==> config.mk <==
export PLATFORM = sky130hd
export DESIGN_NAME = gen_tk2_inv
export DESIGN_NICKNAME = d
export VERILOG_FILES = /design/src/rtl/gen_tk2_inv_pkg.sv /design/src/rtl/tk2_lfsr.sv /design/src/rtl/tweak_perm.sv /design/src/rtl/tweak_perm_inv.sv /design/src/rtl/gen_tk2_inv.sv
export SDC_FILE = /design/constraint.sdc
export NUM_CORES = 1
export LEC_CHECK = 0
export BUFFER_PORTS_ARGS = -buffer_cell sky130_fd_sc_hd__buf_2
export CORE_ASPECT_RATIO = 1.2
export CORE_MARGIN = 4
export CORE_UTILIZATION = 45
export DETAILED_ROUTE_END_ITERATION = 6
export PLACE_DENSITY = 0.67
export SLEW_MARGIN = 10
export SYNTH_ARGS = -nofsm -noshare
export SYNTH_HDL_FRONTEND = slang
export SYNTH_HIERARCHICAL = 1
export SYNTH_SLANG_ARGS = --single-unit
==> constraint.sdc <==
create_clock -name clk -period 5.1 [get_ports clk]
set_input_delay 0 -clock clk [delete_from_list [all_inputs] [get_ports clk]]
set_output_delay 0 -clock clk [all_outputs]
set_load 0.1 [all_outputs]
==> src/rtl/gen_tk2_inv_pkg.sv <==
// Shared definitions for the inverse TK2 tweakey schedule generator:
// default round count, cell permutation tables, FSM state encoding.
package gen_tk2_inv_pkg;

    localparam int ROUNDS_DEF = 40;
    localparam int NCELL      = 16;

    // Entry i (cell i sits in the top nibble for i=0) names the source
    // cell feeding output cell i.
    localparam logic [63:0] P_FWD = {
        4'd9, 4'd15, 4'd8, 4'd13, 4'd10, 4'd14, 4'd12, 4'd11,
        4'd0, 4'd1,  4'd2, 4'd3,  4'd4,  4'd5,  4'd6,  4'd7
    };

    localparam logic [63:0] P_INV = {
        4'd8, 4'd9, 4'd10, 4'd11, 4'd12, 4'd13, 4'd14, 4'd15,
        4'd2, 4'd0, 4'd4,  4'd7,  4'd6,  4'd3,  4'd5,  4'd1
    };

    typedef enum logic [1:0] {
        S_IDLE = 2'd0,
        S_FWD  = 2'd1,
        S_OUT  = 2'd2
    } state_e;

    function automatic int perm_src(input logic [63:0] tbl, input int i);
        return 32'(tbl[63-4*i -: 4]);
    endfunction

endpackage

==> src/rtl/tk2_lfsr.sv <==
// TK2 LFSR on cells 0..7: (x7..x0) -> (x6..x0, x7^x5); cells 8..15 pass.
// Ports: din (16-cell state), dout (state after LFSR2).
module tk2_lfsr
    import gen_tk2_inv_pkg::*;
#(
    parameter int W = 8
) (
    input  logic [16*W-1:0] din,
    output logic [16*W-1:0] dout
);

    always_comb begin
        dout = din;
        for (int i = 0; i < 8; i++) begin
            dout[(NCELL-1-i)*W +: W] = {
                din[(NCELL-1-i)*W +: W-1],
                din[(NCELL-1-i)*W+W-1] ^ din[(NCELL-1-i)*W+W-3]
            };
        end
    end

endmodule

==> src/rtl/tweak_perm.sv <==
// Forward tweakey cell permutation: output cell i = input cell P[i].
// Ports: din (16 cells, cell 0 in MSBs), dout (permuted state).
module tweak_perm
    import gen_tk2_inv_pkg::*;
#(
    parameter int W = 8
) (
    input  logic [16*W-1:0] din,
    output logic [16*W-1:0] dout
);

    always_comb begin
        dout = '0;
        for (int i = 0; i < NCELL; i++) begin
            dout[(NCELL-1-i)*W +: W] =
                din[(NCELL-1-perm_src(P_FWD, i))*W +: W];
        end
    end

endmodule

==> src/rtl/tweak_perm_inv.sv <==
// Inverse tweakey step: inverse LFSR2 on cells 0..7, then P^-1.
// Ports: din (16-cell state), dout (state one round earlier).
module tweak_perm_inv
    import gen_tk2_inv_pkg::*;
#(
    parameter int W = 8
) (
    input  logic [16*W-1:0] din,
    output logic [16*W-1:0] dout
);

    logic [16*W-1:0] lfsr_inv;

    // (y7..y0) -> (y0^y6, y7..y1) undoes the forward shift-left LFSR
    always_comb begin
        lfsr_inv = din;
        for (int i = 0; i < 8; i++) begin
            lfsr_inv[(NCELL-1-i)*W +: W] = {
                din[(NCELL-1-i)*W] ^ din[(NCELL-1-i)*W+W-2],
                din[(NCELL-1-i)*W+W-1 -: W-1]
            };
        end
    end

    always_comb begin
        dout = '0;
        for (int i = 0; i < NCELL; i++) begin
            dout[(NCELL-1-i)*W +: W] =
                lfsr_inv[(NCELL-1-perm_src(P_INV, i))*W +: W];
        end
    end

endmodule

==> src/rtl/gen_tk2_inv.sv <==
// Inverse TK2 schedule: runs forward to the last round, then releases
// round keys ROUNDS-1..0 on a valid/ready handshake.
// Ports: clk, rst_n (async low), start, tk2_init, ready in;
// tk2_round, round_idx, valid, busy out (all registered).
// Option GEN_TK2_INV_PRELOAD_EN adds load_last/tk2_last to skip FWD.
module gen_tk2_inv
    import gen_tk2_inv_pkg::*;
#(
    parameter int W      = 8,
    parameter int ROUNDS = ROUNDS_DEF
) (
    input  logic            clk,
    input  logic            rst_n,
    input  logic            start,
    input  logic [16*W-1:0] tk2_init,
`ifdef GEN_TK2_INV_PRELOAD_EN
    input  logic            load_last,
    input  logic [16*W-1:0] tk2_last,
`endif
    output logic [16*W-1:0] tk2_round,
    output logic [5:0]      round_idx,
    output logic            valid,
    input  logic            ready,
    output logic            busy
);

    localparam logic [5:0] IDX_LAST = 6'(ROUNDS - 1);
    localparam logic [5:0] IDX_PRE  = 6'(ROUNDS - 2);

    state_e          state_q, state_d;
    logic [16*W-1:0] tk_q, tk_d;
    logic [5:0]      idx_q, idx_d;
    logic            valid_q, valid_d;
    logic            busy_q, busy_d;

    logic [16*W-1:0] perm_st;
    logic [16*W-1:0] fwd_st;
    logic [16*W-1:0] inv_st;

    tweak_perm #(.W(W)) u_perm (
        .din  (tk_q),
        .dout (perm_st)
    );

    tk2_lfsr #(.W(W)) u_lfsr (
        .din  (perm_st),
        .dout (fwd_st)
    );

    tweak_perm_inv #(.W(W)) u_inv (
        .din  (tk_q),
        .dout (inv_st)
    );

    always_comb begin
        state_d = state_q;
        tk_d    = tk_q;
        idx_d   = idx_q;
        valid_d = valid_q;
        busy_d  = busy_q;
        unique case (state_q)
            S_IDLE: begin
`ifdef GEN_TK2_INV_PRELOAD_EN
                if (load_last) begin
                    tk_d    = tk2_last;
                    idx_d   = IDX_LAST;
                    valid_d = 1'b1;
                    busy_d  = 1'b1;
                    state_d = S_OUT;
                end else
`endif
                if (start) begin
                    tk_d    = tk2_init;
                    idx_d   = 6'd0;
                    busy_d  = 1'b1;
                    state_d = S_FWD;
                end
            end
            S_FWD: begin
                tk_d  = fwd_st;
                idx_d = idx_q + 6'd1;
                // the counter lands on ROUNDS-1 together with the state
                if (idx_q == IDX_PRE) begin
                    valid_d = 1'b1;
                    state_d = S_OUT;
                end
            end
            S_OUT: begin
                if (ready) begin
                    if (idx_q != 6'd0) begin
                        tk_d  = inv_st;
                        idx_d = idx_q - 6'd1;
                    end else begin
                        valid_d = 1'b0;
                        busy_d  = 1'b0;
                        state_d = S_IDLE;
                    end
                end
            end
            default: begin
                state_d = S_IDLE;
                valid_d = 1'b0;
                busy_d  = 1'b0;
            end
        endcase
    end

    always_ff @(posedge clk or negedge rst_n) begin
        if (!rst_n) begin
            state_q <= S_IDLE;
            tk_q    <= '0;
            idx_q   <= '0;
            valid_q <= 1'b0;
            busy_q  <= 1'b0;
        end else begin
            state_q <= state_d;
            tk_q    <= tk_d;
            idx_q   <= idx_d;
            valid_q <= valid_d;
            busy_q  <= busy_d;
        end
    end

    assign tk2_round = tk_q;
    assign round_idx = idx_q;
    assign valid     = valid_q;
    assign busy      = busy_q;

endmodule

* Word level (Yosys, flattened, before mapping)
Cells that the tools add are included.
** Word-level totals
- Register bits :: 138
- Latch bits :: 0
- Bits in writable memories :: 0
- Bits in read-only memories :: 0
- Output and inout port bits :: 136
- Logic and storage cells :: 59
- Memories kept :: 0
** Operators by class
- Add/sub/neg operators :: 2
- Multipliers :: 0
- Divide/modulo/power cells :: 0
- Order comparisons :: 0
- Equal/unequal tests :: 8
- Shift-type cells :: 0
- Muxes and demuxes :: 19
- Bitwise logic cells :: 18
- Reductions and logical operators :: 7
** Operators by type and width (count)
- $mux W128 :: 3
- $pmux W128 S3 :: 1
- $mux W6 :: 3
- $pmux W6 S3 :: 1
- $reduce_and A4 Y1 :: 4
- $xor A1 B1 Y1 :: 16
- $ne A2 B2 Y1 const B :: 5
- $mux W2 :: 4
- $add A6 B1 Y6 const B :: 1
- $eq A6 B6 Y1 const B :: 1
- $pmux W1 S3 :: 2
- $pmux W2 S3 :: 1
- $reduce_bool A6 Y1 :: 1
- $sub A6 B1 Y6 const B :: 1
- $mux W1 :: 4
- $reduce_bool A3 Y1 :: 1
- $eq A2 B1 Y1 const B :: 1
- $eq A2 B2 Y1 const B :: 1
- $logic_not A2 Y1 :: 1
- $not A1 Y1 :: 2

* Longest topological paths before layout
- Depth in word-level cells :: 4
- Depth in mapped cells :: 10
- Depth with buffers taken out :: 9

* Hierarchy
The synthesis kept the hierarchy.
** Modules (own cells, without submodules)
- gen_tk2_inv :: times used 1, cells each 811, area each 7405.9 um2, seq. area each 3453.3 um2
- tk2_lfsr :: times used 1, cells each 128, area each 970.9 um2, seq. area each 0.0 um2
- tweak_perm_inv :: times used 1, cells each 128, area each 970.9 um2, seq. area each 0.0 um2
- tweak_perm :: times used 1, cells each 128, area each 960.9 um2, seq. area each 0.0 um2

* Least setup slack after synthesis
OpenSTA, ideal clock, no wires.
- Kind :: register to register
- From :: reg idx_q[1] (netlist: round_idx[1])
- To :: reg idx_q[5] (netlist: round_idx[5])
- Library setup time :: 0.124 ns
- Arrival time :: 2.417 ns
- Required time :: 4.976 ns
- Setup slack :: 2.559 ns
- Stages on the path, launching flop included :: 7
- Period minus slack after synthesis :: 2.541 ns
- Path through :: dfrtp_1 -> buf_4 -> and4bb_1 -> a211oi_2 -> mux2_4 -> and4_4 -> a211o_1
** Between the ends
- Longest elaborated chain between the ends :: 4
** RTL lines
- start, declared :: RTL line gen_tk2_inv.sv:32 : logic [5:0] idx_q, idx_d;
- start signal, assigned :: RTL line gen_tk2_inv.sv:118 : idx_q <= idx_d;
- $sub A6 B1 Y6 :: RTL line gen_tk2_inv.sv:92 : idx_d = idx_q - 6'd1;
- $mux W6 :: RTL line gen_tk2_inv.sv:90 : if (idx_q != 6'd0) begin
- $mux W6 :: RTL line gen_tk2_inv.sv:89 : if (ready) begin
- $pmux W6 S3 :: RTL line gen_tk2_inv.sv:61 : unique case (state_q)
Parallel ways exist; a longest one is shown, timed or not. The select of a mux whose other input is x is not followed.
A chain may end at the register's enable or synchronous reset.

* Worst setup path after layout
- From :: reg state_q[0]
- To :: reg tk_q[71] (netlist: tk2_round[71])
** Between the ends
- Longest elaborated chain between the ends :: 3
** RTL lines
- start, declared :: RTL line gen_tk2_inv.sv:30 : state_e state_q, state_d;
- start signal, assigned :: RTL line gen_tk2_inv.sv:116 : state_q <= state_d;
- $eq A2 B2 Y1 (tied with other cells) :: RTL line gen_tk2_inv.sv:61
- $ne A2 B2 Y1 (no source line) / $reduce_bool A3 Y1 (equally long branches)
- $reduce_and A4 Y1 (no source line)
- end signal, assigned :: RTL line gen_tk2_inv.sv:117 : tk_q <= tk_d;
- end, declared :: RTL line gen_tk2_inv.sv:31 : logic [16*W-1:0] tk_q, tk_d;
Parallel ways exist; a longest one is shown, timed or not.

==> flow_summary.yaml <==
status:
  status: "finished clean"
critical_path:
  cpMaxStageDelayCell: "inv_4"
  path_depth: 6
  crit_fanout: 98
  slowest_delay_ns: 0.85
  critPathLaunchType: "register"
  arrival_ns: 3.42
  reg2regPathDepth: 6
  crit_path_end_kind: "register"
  worst-path-buf-inv: 3
  path_class: "register to register"
  r2r_setup_slack_ns: 2.00
  path_cells: "inv_1 -> ha_4 -> inv_4 -> buf_4 -> a221oi_1 -> o31ai_1"
  cp.required_ns: 5.42
  path_delay_family: "buffers and inverters"
synthesis:
  yosys_warnings: 6
  netlist_area_sq_mm: 0.01031
  yosysUniqueCellTypes: 43
  synth_cells: 1195
  ys.flop_type: "dfrtp_1"
  synth-seq-area-share_pct: 33.50
  synth-seq-cells: 138
  synthArstFlopShare_pct: 100.0
  syn_nets: 1335
  synth_edf_count: 0
  avgSynthCellArea_sq_um: 8.626
timing:
  final_max_slew_viol_count: 0
  worst_pin_slew_ns: 1.191
  max_freq_mhz: 322.9
  relSlewSlack_pct: 20.63
  final_hold_viol_count: 0
  finalSetupTns_ns: 0
  rsz0062_at_grt: "no"
  min_period_over_period_pct: 60.73
  skew_ns: 0.02043
  setup_viol: 0
  fin_crit_ns: 3.097
global_route:
  grt_pass1_wl_microns: 47910
  grt_max_degree: 99
  grt_util_all_layers_pct: 23.48
  grt_overflow_total: 0
  antenna_found_initial: 0
  grt_pass1_vias: 8143
placement:
  dpl.cell_count: 1292
  io_buffer_count: 267
  hpwl_microns: 19610
  gp_congestion: 0.8323
floorplanning:
  io_pins: 268
  rows: 60
  dieArea_sq_mm: 0.02540
  die_w_microns: 146.2
  design.core.area_sq_mm: 0.02252
  start_util_pct: 45.77
  dieHeight_microns: 173.8
clock_tree:
  numClockSinks: 138
  clock_path_buffers: 2
  clock_latency_ns: 0.43
  clkTransAtPathRegs_ns: 0.06
  h-tree-depth: 4
  numCtsBuffers: 17
  clockRootBuffer: "clkbuf_16"
  cts_tree: "yes"
routing:
  drt_wl_total_microns: 30870
  drtIter0Drc: 704
  final_antenna_net_count: 0
  dr_total_vias: 8433
  vias_per_cell: 5.800
  wl_per_cell_microns: 21.23
  dr.pass1.iters: 5
  drc: 0
hold_path:
  holdCritPathClass: "primary input to register"
  worstHoldPathCells: 4
finish:
  drive_gt1_share_pct: 27.23
  areaGrowthSynthToFinish_pct: 5.231
  diodes: 0
  final_nets: 1302
  stdcell_count: 1454
run:
  cap_viol_max_count: 0
[routing by layer]
layer	part of all wire, %	track usage (%)	routed length (microns)
met1	42	32.49	13090
met2	47	36.90	14530
met3	7.4	3.870	2292
met4	3.1	9.098	948
met5	0	0	0
[sequential cells by signal, summed over array words and instances, names as in the netlist]
signal	count
busy	1
round_idx	6
state_q	2
tk2_round	128
valid	1
[area by class of cell]
class / instances / area [sq um]
multi-input combinational: 594 / 3737
tap: 279 / 349.1
inverter: 6 / 25.02
timing repair buffer: 405 / 2704
fill: 2105 / 11670
clock buffer: 20 / 456.7
clock inverter: 12 / 122.6
sequential: 138 / 3453
[per-stage QoR]
| stage | instance area (sq um) | setup WS (ns) | util (%) | hold WS [ns] |
|---|---|---|---|---|
| after floorplan | 10310 | 2.559 | - | -0.2956 |
| after global placement | 8967 | 2.196 | 39.82 | 0.08424 |
| after detailed placement | 8967 | 2.129 | 39.82 | 0.08995 |
| after CTS | 10850 | 2.084 | 48.17 | 0.01618 |
| after global routing | 10850 | 1.793 | 48.17 | 0.07108 |
| final | 10850 | 2.003 | 48.17 | 0.05081 |
[path summary, 6_finish.rpt]
check                             start            end
max                          state_q[0]  tk2_round[71]
min                               ready          valid
max reg2reg                  state_q[0]  tk2_round[71]
min reg2reg                tk2_round[9]   tk2_round[9]
max in group asynchronous         rst_n  tk2_round[95]
min in group asynchronous         rst_n   tk2_round[9]
[logic make-up after synthesis]
group | Yosys count | synth area share [%]
buf+inv | 463 | 30.70
fa+ha+maj | 8 | 0.9710
simple gates | 283 | 10.91
mux | 1 | 0.1456
xor+xnor | 20 | 1.699
flops | 138 | 33.50
compound gates | 282 | 22.08
[cells in the final DEF (no fill, tap or decap), types with 3 or more instances in the layout]
cell type,n
nand2_1,137
clkinv_2,6
nor2_1,131
buf_4,8
buf_2,266
o21ai_0,3
inv_1,4
dfrtp_1,138
a221oi_1,128
clkbuf_16,17
nor3_1,3
o31ai_1,130
ha_1,5
xor2_1,19
a21oi_1,7
dlygate4sd3_1,130
ha_4,3
[worst min-delay path, stage by stage]
cell and delay, ns:
buf_2 0.12, nor2b_4 0.05, nor2_1 0.15, a21oi_1 0.09
[synthesized netlist by cell type (all sizes together) (5+ instances only)]
cell type | n | area share, %
a21oi | 9 | 0.51
dfrtp | 138 | 33
o31ai | 130 | 9.5
nand2 | 137 | 5.0
xor2 | 19 | 1.6
buf | 398 | 28
ha | 8 | 0.97
inv | 5 | 0.18
clkbuf | 59 | 2.1
nor2 | 131 | 4.8
a221oi | 128 | 11
[what timing repair did]
item,in CTS,in global routing
hold buffers,130,0
buffers inserted,0,0
gates resized for setup,0,0
endpoints found under the hold margin,204,0
Power is not shown: default switching activity piles up to over one toggle a cycle in this logic, so the estimate is an artifact.
